--- src/rtl/usbhost_bus_bridge_if.sv ---
// Avalon-MM bus bundle shared by both sides of the USB host bridge.
// The same interface is used at 32-bit/6-bit width upstream and 8-bit/8-bit width downstream.
interface usbhost_bus_bridge_if #(
  parameter int AW = 6,
  parameter int DW = 32
);
  logic            chipselect;
  logic [AW-1:0]   address;
  logic [DW/8-1:0] byteenable;
  logic            read;
  logic            write;
  logic [DW-1:0]   writedata;
  logic [DW-1:0]   readdata;
  logic            waitrequest;
  logic            irq;

  modport master (
    output chipselect, address, byteenable, read, write, writedata,
    input  readdata, waitrequest, irq
  );

  modport slave (
    input  chipselect, address, byteenable, read, write, writedata,
    output readdata, waitrequest, irq
  );
endinterface

--- src/rtl/usbhost_bus_bridge.sv ---
// 32-bit Avalon-MM slave to 8-bit Avalon-MM master bridge with a per-byte hang timeout.
// Optional macro USBHOST_BRIDGE_FIFOPORT_EN maps the FIFO word window onto one byte address.
module usbhost_bus_bridge #(
  parameter int unsigned TIMEOUT_CYCLES = 1024,
  parameter logic [5:0]  FIFO_WORD_ADDR = 6'h3F,
  parameter logic [7:0]  FIFO_BYTE_ADDR = 8'h20
) (
  input  logic                  avs_s1_clk,
  input  logic                  avs_s1_reset,
  usbhost_bus_bridge_if.slave   s1,
  usbhost_bus_bridge_if.master  m1,
  input  logic                  err_clr,
  output logic                  err_o
);
  typedef enum logic [1:0] {IDLE, ISSUE, DONE} state_t;

  localparam int CW = (TIMEOUT_CYCLES > 1) ? $clog2(TIMEOUT_CYCLES) : 1;

  state_t        state;
  logic [5:0]    addr_q;
  logic [3:0]    be_q;
  logic [31:0]   wdata_q;
  logic          wr_q;
  logic [1:0]    lane;
  logic [CW-1:0] to_cnt;

  logic          req;
  logic          to_hit;
  logic          lane_done;
  logic [1:0]    first_lane;
  logic          nxt_vld;
  logic [1:0]    nxt_lane;

  function automatic logic [7:0] byte_addr(input logic [5:0] a, input logic [1:0] l);
`ifdef USBHOST_BRIDGE_FIFOPORT_EN
    return (a == FIFO_WORD_ADDR) ? FIFO_BYTE_ADDR : {a, l};
`else
    return {a, l};
`endif
  endfunction

  assign req       = s1.chipselect && (s1.read || s1.write);
  assign to_hit    = (TIMEOUT_CYCLES != 0) && (state == ISSUE) && m1.waitrequest &&
                     (to_cnt == CW'(TIMEOUT_CYCLES - 1));
  assign lane_done = (state == ISSUE) && (!m1.waitrequest || to_hit);
  assign m1.byteenable = '1;

  // Lowest enabled lane of the incoming request, and next enabled lane above the current one.
  always_comb begin
    first_lane = 2'd0;
    for (int i = 3; i >= 0; i--)
      if (s1.byteenable[i]) first_lane = 2'(i);
    nxt_vld  = 1'b0;
    nxt_lane = 2'd0;
    for (int i = 3; i >= 0; i--)
      if (be_q[i] && (i > int'(lane))) begin
        nxt_vld  = 1'b1;
        nxt_lane = 2'(i);
      end
  end

  always_ff @(posedge avs_s1_clk or posedge avs_s1_reset) begin
    if (avs_s1_reset) begin
      state          <= IDLE;
      addr_q         <= '0;
      be_q           <= '0;
      wdata_q        <= '0;
      wr_q           <= 1'b0;
      lane           <= 2'd0;
      to_cnt         <= '0;
      s1.waitrequest <= 1'b1;
      s1.readdata    <= '0;
      s1.irq         <= 1'b0;
      err_o          <= 1'b0;
      m1.chipselect  <= 1'b0;
      m1.read        <= 1'b0;
      m1.write       <= 1'b0;
      m1.address     <= '0;
      m1.writedata   <= '0;
    end else begin
      s1.irq <= m1.irq;

      // A timeout in the same cycle as a clear keeps the flag set.
      if (to_hit)       err_o <= 1'b1;
      else if (err_clr) err_o <= 1'b0;

      case (state)
        IDLE: begin
          if (req) begin
            addr_q      <= s1.address;
            be_q        <= s1.byteenable;
            wdata_q     <= s1.writedata;
            wr_q        <= s1.write;
            s1.readdata <= '0;
            to_cnt      <= '0;
            if (s1.byteenable == 4'h0) begin
              state          <= DONE;
              s1.waitrequest <= 1'b0;
            end else begin
              state         <= ISSUE;
              lane          <= first_lane;
              m1.chipselect <= 1'b1;
              m1.read       <= !s1.write;
              m1.write      <= s1.write;
              m1.address    <= byte_addr(s1.address, first_lane);
              m1.writedata  <= s1.writedata[8*first_lane +: 8];
            end
          end
        end

        ISSUE: begin
          if (lane_done) begin
            s1.readdata[8*lane +: 8] <= to_hit ? 8'hFF : m1.readdata;
            to_cnt <= '0;
            if (nxt_vld) begin
              // Strobes stay up so the next byte goes out back-to-back.
              lane         <= nxt_lane;
              m1.address   <= byte_addr(addr_q, nxt_lane);
              m1.writedata <= wdata_q[8*nxt_lane +: 8];
            end else begin
              state          <= DONE;
              s1.waitrequest <= 1'b0;
              m1.chipselect  <= 1'b0;
              m1.read        <= 1'b0;
              m1.write       <= 1'b0;
            end
          end else if (m1.waitrequest) begin
            to_cnt <= to_cnt + 1'b1;
          end
        end

        DONE: begin
          state          <= IDLE;
          s1.waitrequest <= 1'b1;
        end

        default: state <= IDLE;
      endcase
    end
  end
endmodule

--- src/flat_wrapper.sv ---
// flat-port wrapper written by rule: the top's interface ports become plain ports
module usbhost_bus_bridge_flat 
#(
  parameter int unsigned TIMEOUT_CYCLES = 1024,
  parameter logic [5:0]  FIFO_WORD_ADDR = 6'h3F,
  parameter logic [7:0]  FIFO_BYTE_ADDR = 8'h20
)
  (avs_s1_clk, avs_s1_reset, err_clr, err_o, s1_chipselect, s1_address, s1_byteenable, s1_read, s1_write, s1_writedata, s1_readdata, s1_waitrequest, s1_irq, m1_chipselect, m1_address, m1_byteenable, m1_read, m1_write, m1_writedata, m1_readdata, m1_waitrequest, m1_irq);
  usbhost_bus_bridge_if #(.AW(6), .DW(32)) s1_i ();
  usbhost_bus_bridge_if #(.AW(8), .DW(8)) m1_i ();
  input  logic avs_s1_clk;
  input  logic avs_s1_reset;
  input  logic err_clr;
  output logic err_o;
  input wire logic [$bits(s1_i.chipselect)-1:0] s1_chipselect;
  input wire logic [$bits(s1_i.address)-1:0] s1_address;
  input wire logic [$bits(s1_i.byteenable)-1:0] s1_byteenable;
  input wire logic [$bits(s1_i.read)-1:0] s1_read;
  input wire logic [$bits(s1_i.write)-1:0] s1_write;
  input wire logic [$bits(s1_i.writedata)-1:0] s1_writedata;
  output wire logic [$bits(s1_i.readdata)-1:0] s1_readdata;
  output wire logic [$bits(s1_i.waitrequest)-1:0] s1_waitrequest;
  output wire logic [$bits(s1_i.irq)-1:0] s1_irq;
  output wire logic [$bits(m1_i.chipselect)-1:0] m1_chipselect;
  output wire logic [$bits(m1_i.address)-1:0] m1_address;
  output wire logic [$bits(m1_i.byteenable)-1:0] m1_byteenable;
  output wire logic [$bits(m1_i.read)-1:0] m1_read;
  output wire logic [$bits(m1_i.write)-1:0] m1_write;
  output wire logic [$bits(m1_i.writedata)-1:0] m1_writedata;
  input wire logic [$bits(m1_i.readdata)-1:0] m1_readdata;
  input wire logic [$bits(m1_i.waitrequest)-1:0] m1_waitrequest;
  input wire logic [$bits(m1_i.irq)-1:0] m1_irq;
  assign s1_i.chipselect = s1_chipselect;
  assign s1_i.address = s1_address;
  assign s1_i.byteenable = s1_byteenable;
  assign s1_i.read = s1_read;
  assign s1_i.write = s1_write;
  assign s1_i.writedata = s1_writedata;
  assign s1_readdata = s1_i.readdata;
  assign s1_waitrequest = s1_i.waitrequest;
  assign s1_irq = s1_i.irq;
  assign m1_chipselect = m1_i.chipselect;
  assign m1_address = m1_i.address;
  assign m1_byteenable = m1_i.byteenable;
  assign m1_read = m1_i.read;
  assign m1_write = m1_i.write;
  assign m1_writedata = m1_i.writedata;
  assign m1_i.readdata = m1_readdata;
  assign m1_i.waitrequest = m1_waitrequest;
  assign m1_i.irq = m1_irq;
  usbhost_bus_bridge #(.TIMEOUT_CYCLES(TIMEOUT_CYCLES), .FIFO_WORD_ADDR(FIFO_WORD_ADDR), .FIFO_BYTE_ADDR(FIFO_BYTE_ADDR)) u_core (.avs_s1_clk(avs_s1_clk), .avs_s1_reset(avs_s1_reset), .s1(s1_i), .m1(m1_i), .err_clr(err_clr), .err_o(err_o));
endmodule
--- config.mk ---
export PLATFORM = sky130hd
export DESIGN_NAME = usbhost_bus_bridge_flat
export DESIGN_NICKNAME = d
export VERILOG_FILES = /design/src/rtl/usbhost_bus_bridge_if.sv /design/src/rtl/usbhost_bus_bridge.sv /design/src/flat_wrapper.sv
export SDC_FILE = /design/constraint.sdc
export NUM_CORES = 1
export LEC_CHECK = 0
export CAP_MARGIN = 20
export CORE_MARGIN = 5
export CORE_UTILIZATION = 52
export CTS_BUF_LIST = sky130_fd_sc_hd__clkbuf_2
export CTS_CLUSTER_DIAMETER = 80
export DETAILED_ROUTE_END_ITERATION = 8
export PLACE_DENSITY = 0.82
export SETUP_SLACK_MARGIN = 0.5
export SLEW_MARGIN = 20
export SYNTH_ARGS = -nofsm -noshare
export SYNTH_HDL_FRONTEND = slang
export SYNTH_SLANG_ARGS = --single-unit
--- constraint.sdc ---
create_clock -name avs_s1_clk -period 5 [get_ports avs_s1_clk]
set_clock_uncertainty 0.2 [all_clocks]
set_input_delay 0.75 -clock avs_s1_clk [delete_from_list [all_inputs] [get_ports avs_s1_clk]]
set_output_delay 0.75 -clock avs_s1_clk [all_outputs]
set_load 0.02 [all_outputs]
Yosys cells after proc, flatten, opt, wreduce, memory -nomap -nowiden
Cells that the tools add are included.

operators by class
  shift-type cells = 4
  add/subtract/negate cells = 2
  equality and inequality tests = 10
  multiplexer cells = 55
  magnitude comparators = 3
  reductions and logical operators = 23

operators by type and width
  operator                                                number
  two-way mux 8 bit                                       9
  two-way mux 32 bit                                      2
  case mux 32 bit (2 select lines)                        1
  variable part select 32 x 6 -> 8 bit                    2
  negator 5 -> 34 bit                                     1
  variable shift 8 x 34 -> 32 bit (first input constant)  1
  variable part select 8 x 34 -> 32 bit                   1
  bitwise mux 32 bit                                      1
  case mux 8 bit (2 select lines)                         2
  two-way mux 10 bit                                      3
  two-way mux 2 bit                                       15
  case mux 10 bit (2 select lines)                        1
  two-way mux 1 bit                                       15
  AND reduction 5 bit                                     3
  adder 10 x 1 -> 10 bit (second input constant)          1
  == test 10 bit (second input constant)                  1
  AND reduction 3 bit                                     3
  != test 2 x 1 -> 1 bit (second input constant)          4
  case mux 2 bit (2 select lines)                         2
  logical AND 1 bit                                       7
  case mux 1 bit (2 select lines)                         3
  > comparator 2 bit (first input constant)               2
  logical NOT 4 bit                                       1
  != test 2 bit (second input constant)                   2
  other kinds (11)                                        14

storage, ports and cells
  output and inout port bits = 55
  logic and storage cells = 112
  bits in registers = 110

Logic depth before layout (Yosys ltp)
  depth in word-level cells = 9
  depth in mapped cells = 9

Worst setup path before layout
OpenSTA, ideal clock, no wires.

  kind = reg2reg
  start point = register u_core.lane[0]
  end point = register u_core.m1.address[1]
  cell stages (with the launch flop) = 10
  required time = 4,675 ps
  path slack = 2,475 ps
  arrival time = 2,200 ps
  period minus slack after synthesis = 2,525 ps
  cells stage by stage = dfrtp_1 inv_1 ha_1 or3b_4 nand3_4 o211ai_4 nand2b_4 buf_6 buf_8 mux2_4

between the ends
  cells in the longest elaborated chain, start to end = 8

RTL lines
  what                             line                         text
  start: declaration               usbhost_bus_bridge.sv:24     logic [1:0] lane;
  start signal: assignment         usbhost_bus_bridge.sv:101    lane <= first_lane;
  start signal: assignment         usbhost_bus_bridge.sv:117    lane <= nxt_lane;
  > comparator 2 bit               usbhost_bus_bridge.sv:56     if (be_q[i] && (i > int'(lane))) begin
  logical AND 1 bit                usbhost_bus_bridge.sv:56
  two-way mux 2 bit (3 in series)  usbhost_bus_bridge.sv:56
  two-way mux 8 bit                usbhost_bus_bridge.sv:115    if (nxt_vld) begin
  two-way mux 8 bit                usbhost_bus_bridge.sv:112    if (lane_done) begin
  case mux 8 bit (2 select lines)  usbhost_bus_bridge.sv:87     case (state)
  end: declaration                 usbhost_bus_bridge_if.sv:18  output chipselect, address, byteenable, read, write, writedata,

Several ways; a longest one is shown, not always the timed one. The select of a mux whose other input is x is not followed.
A chain may end at the register's enable or synchronous reset.

Worst setup path in the final report
  start point = register u_core.lane[0]
  end point = register u_core.m1.writedata[7]

between the ends
  cells in the longest elaborated chain, start to end = 9

RTL lines
  what                                  line                         text
  > comparator 2 bit                    usbhost_bus_bridge.sv:56
  logical AND 1 bit                     usbhost_bus_bridge.sv:56
  two-way mux 2 bit (3 in series)       usbhost_bus_bridge.sv:56
  variable part select 32 x 6 -> 8 bit  usbhost_bus_bridge.sv:119    m1.writedata <= wdata_q[8*nxt_lane +: 8];
  two-way mux 8 bit                     usbhost_bus_bridge.sv:115
  two-way mux 8 bit                     usbhost_bus_bridge.sv:112
  case mux 8 bit (2 select lines)       usbhost_bus_bridge.sv:87
  end: declaration                      usbhost_bus_bridge_if.sv:18

Several ways; a longest one is shown, not always the timed one. The select of a mux whose other input is x is not followed.

==> metrics <==
crit path kind=flop to flop; clk sinks=107; via count=4062; setup TNS=0 ps; DRC violations left=0; final hold vios=0; HP Start=u_core.s1.readdata[22]$_DFFE_PP0P_; Max Cap Viol=0; peak supply drop=0.000244 V; Tightest Pin Transition=979 ps; outcome=completed; most numerous cell in the Yosys netlist=dfrtp_1; most common library cells after synthesis=dfrtp_1, nand2_1, mux2_2; WHS Path Cells=2; layout cells sized above 1=13.4%; largest net degree at the start of global routing=80; r2r worst-path depth=7; area leader, netlist=dfrtp_1; predominant post-synthesis flop cell=dfrtp_1; ys async rst share=100%; Clk pin slew, worst setup/hold paths=280 ps; reg-to-reg endpoint=u_core.m1.writedata[7]$_DFFE_PP0P_; Pwr per Cell Area=570 mW/mm2; Netlist cell types=58; placer's final routability congestion estimate=0.877; die footprint=0.0117 mm2; Die W=108 um; Placed Cells=671; ant diodes=0; CTS tree=built; crit path launch=u_core.lane[0]$_DFFE_PP0P_; post-DP HPWL=9220 um; Post-CTS Setup Bufs=0; post-route insts no fill=688; Util after Layout=68.3%; WP data required=5300 ps; Ys Warns=0; Worst Hold Class=flop to flop; Slew Limit Fails=0; WL/cell=18.9 um; dominant cells by area after synthesis=dfrtp_1, mux2_2, nand2_1; clk_lat worst skew=570 ps; H-tree levels=3; number of I/O port buffers=111; Final setup viols=0; DRT Wirelength=13000 um; Congestion Overflow GR=0; minimum clock period=2890 ps; post-synthesis sequential area ratio=53.3%; # nets final=618; Overall Power=3630 uW; Crit Path Max Fanout=16; Static Leak=0.00268 uW; post-synth top area share=52.7%; Rel. slew slack=34.7%; IO Pins=113; Iter 0 DRT Violations=242; gr usage total=23.1%; CP Launch Type=flop; Worst R2R Start=u_core.lane[0]$_DFFE_PP0P_; antenna-violating nets left=0; clk buf depth=2; Rows=35; slack of the worst reg-to-reg path=2110 ps; vias in the first global route=4230; drt pass-1 iters=7; Post-Synthesis Cell Area=0.00503 mm2; DP Worst Slack=1550 ps; Fmax achieved=0.346 GHz; post-route setup slack=2110 ps; syn nets=512; Post-synth EDFFs=0; post-synthesis area per instance=11.2 um2; root buf cell=clkbuf_2; TritonCTS buffer count=9; die height=108 um; area grow syn2layout=26.6%; Post-Synthesis Cells=448; initial antenna violation count=0; Crit. End Element=flop; first-pass GRT wire length=21400 um; Hold EP=u_core.s1.readdata[22]$_DFFE_PP0P_; CTS Hold Bufs=0; unrepaired setup endpoints after global routing=false; Post-CTS Resized=0; Initial Utilization=53.9%; Yosys reg bits=107; period utilization=57.8%; Core Area=0.00933 mm2; routed vias/inst=5.90; Critical Path AT=3190 ps
-- per-stage QoR --
step / hold slack (ps) / cell area, um2
after floorplan: 258 / 5030
after global placement: 259 / 6220
after detailed placement: 270 / 6220
after CTS: 326 / 6350
after global routing: 311 / 6370
final: 318 / 6370
-- worst max-delay path, cell delays in order (launching register included) --
cell and delay, ps:
dfrtp_1 520, inv_1 130, ha_1 240, nand2_1 420
nand3_4 160, o211ai_4 400, nand2b_4 380, mux2_2 370
-- flip-flops by register name, summed over array words and instances, names as in the netlist, 2 cells and up --
name / count
u_core.state: 2
u_core.s1.readdata: 32
u_core.to_cnt: 10
u_core.be_q: 3
u_core.m1.address: 7
u_core.m1.writedata: 8
u_core.wdata_q: 32
u_core.addr_q: 6
-- routing by layer --
| layer | up-vias | track usage (%) | part of all wire (%) |
|---|---|---|---|
| met5 | - | 0 | 0 |
| met4 | 0 | 10.4 | 2.5 |
| met3 | 34 | 3.82 | 7.1 |
| met2 | 193 | 37.5 | 49 |
| met1 | 1980 | 30.6 | 42 |
| li1 | 1855 | - | - |
-- cell usage in the layout (no fill, tap or decap), types with 4 or more instances in the layout --
cell type        count
a21o_1               5
a21oi_1              8
a221oi_1             8
a32o_1               7
and3_1              10
clkbuf_2             9
clkdlybuf4s50_1    111
clkinv_4             4
dfrtp_1            106
ha_1                 6
inv_1                5
mux2_1               6
mux2_2              41
mux2i_1              8
nand2_1             65
nand3_1             13
nand4_1              5
nor2_1              19
nor2b_1              4
o21ai_0             37
o2bb2ai_1           17
o31ai_1              9
-- cells by family (layout without fill, tap and decap cells) --
group / after synthesis / in the layout / share of synthesized area (%)
buf+inv: 27 / 138 / 2.71
xor+xnor: 1 / 1 / 0.174
compound gates: 108 / 108 / 15.3
other cells: 1 / 1 / 0.0746
flops: 107 / 107 / 53.3
simple gates: 141 / 141 / 14.2
mux: 57 / 57 / 12.7
fa+ha+maj: 6 / 6 / 1.49
-- how the worst max path moves through the flow --
stage                                         endpoint  slack [ps]
floorplan                 u_core.addr_q[0]$_DFFE_PP0P_        1230
global placement        u_core.wdata_q[10]$_DFFE_PP0P_        1600
detailed placement        u_core.addr_q[4]$_DFFE_PP0P_        1550
CTS                 u_core.m1.writedata[7]$_DFFE_PP0P_        2180
global route        u_core.m1.writedata[7]$_DFFE_PP0P_        2070
finish              u_core.m1.writedata[7]$_DFFE_PP0P_        2110
-- final cells by class --
type / count / area (um2)
Sequential cell: 107 / 2680
Timing Repair Buffer: 115 / 1150
Tap cell: 129 / 161
Clock inverter: 7 / 77.6
Inverter: 7 / 28.8
Multi-Input combinational cell: 314 / 2220
Clock buffer: 9 / 45.0
Fill cell: 724 / 2960
-- power breakdown --
group | total (uW) | internal (uW) | switching [uW] | leakage [uW]
registers | 1370 | 1180 | 187 | 0.00135
logic | 1840 | 850 | 995 | 0.00126
clock network | 414 | 120 | 294 | 0.0000741
Note: power is estimated with default switching activity, not from simulation.
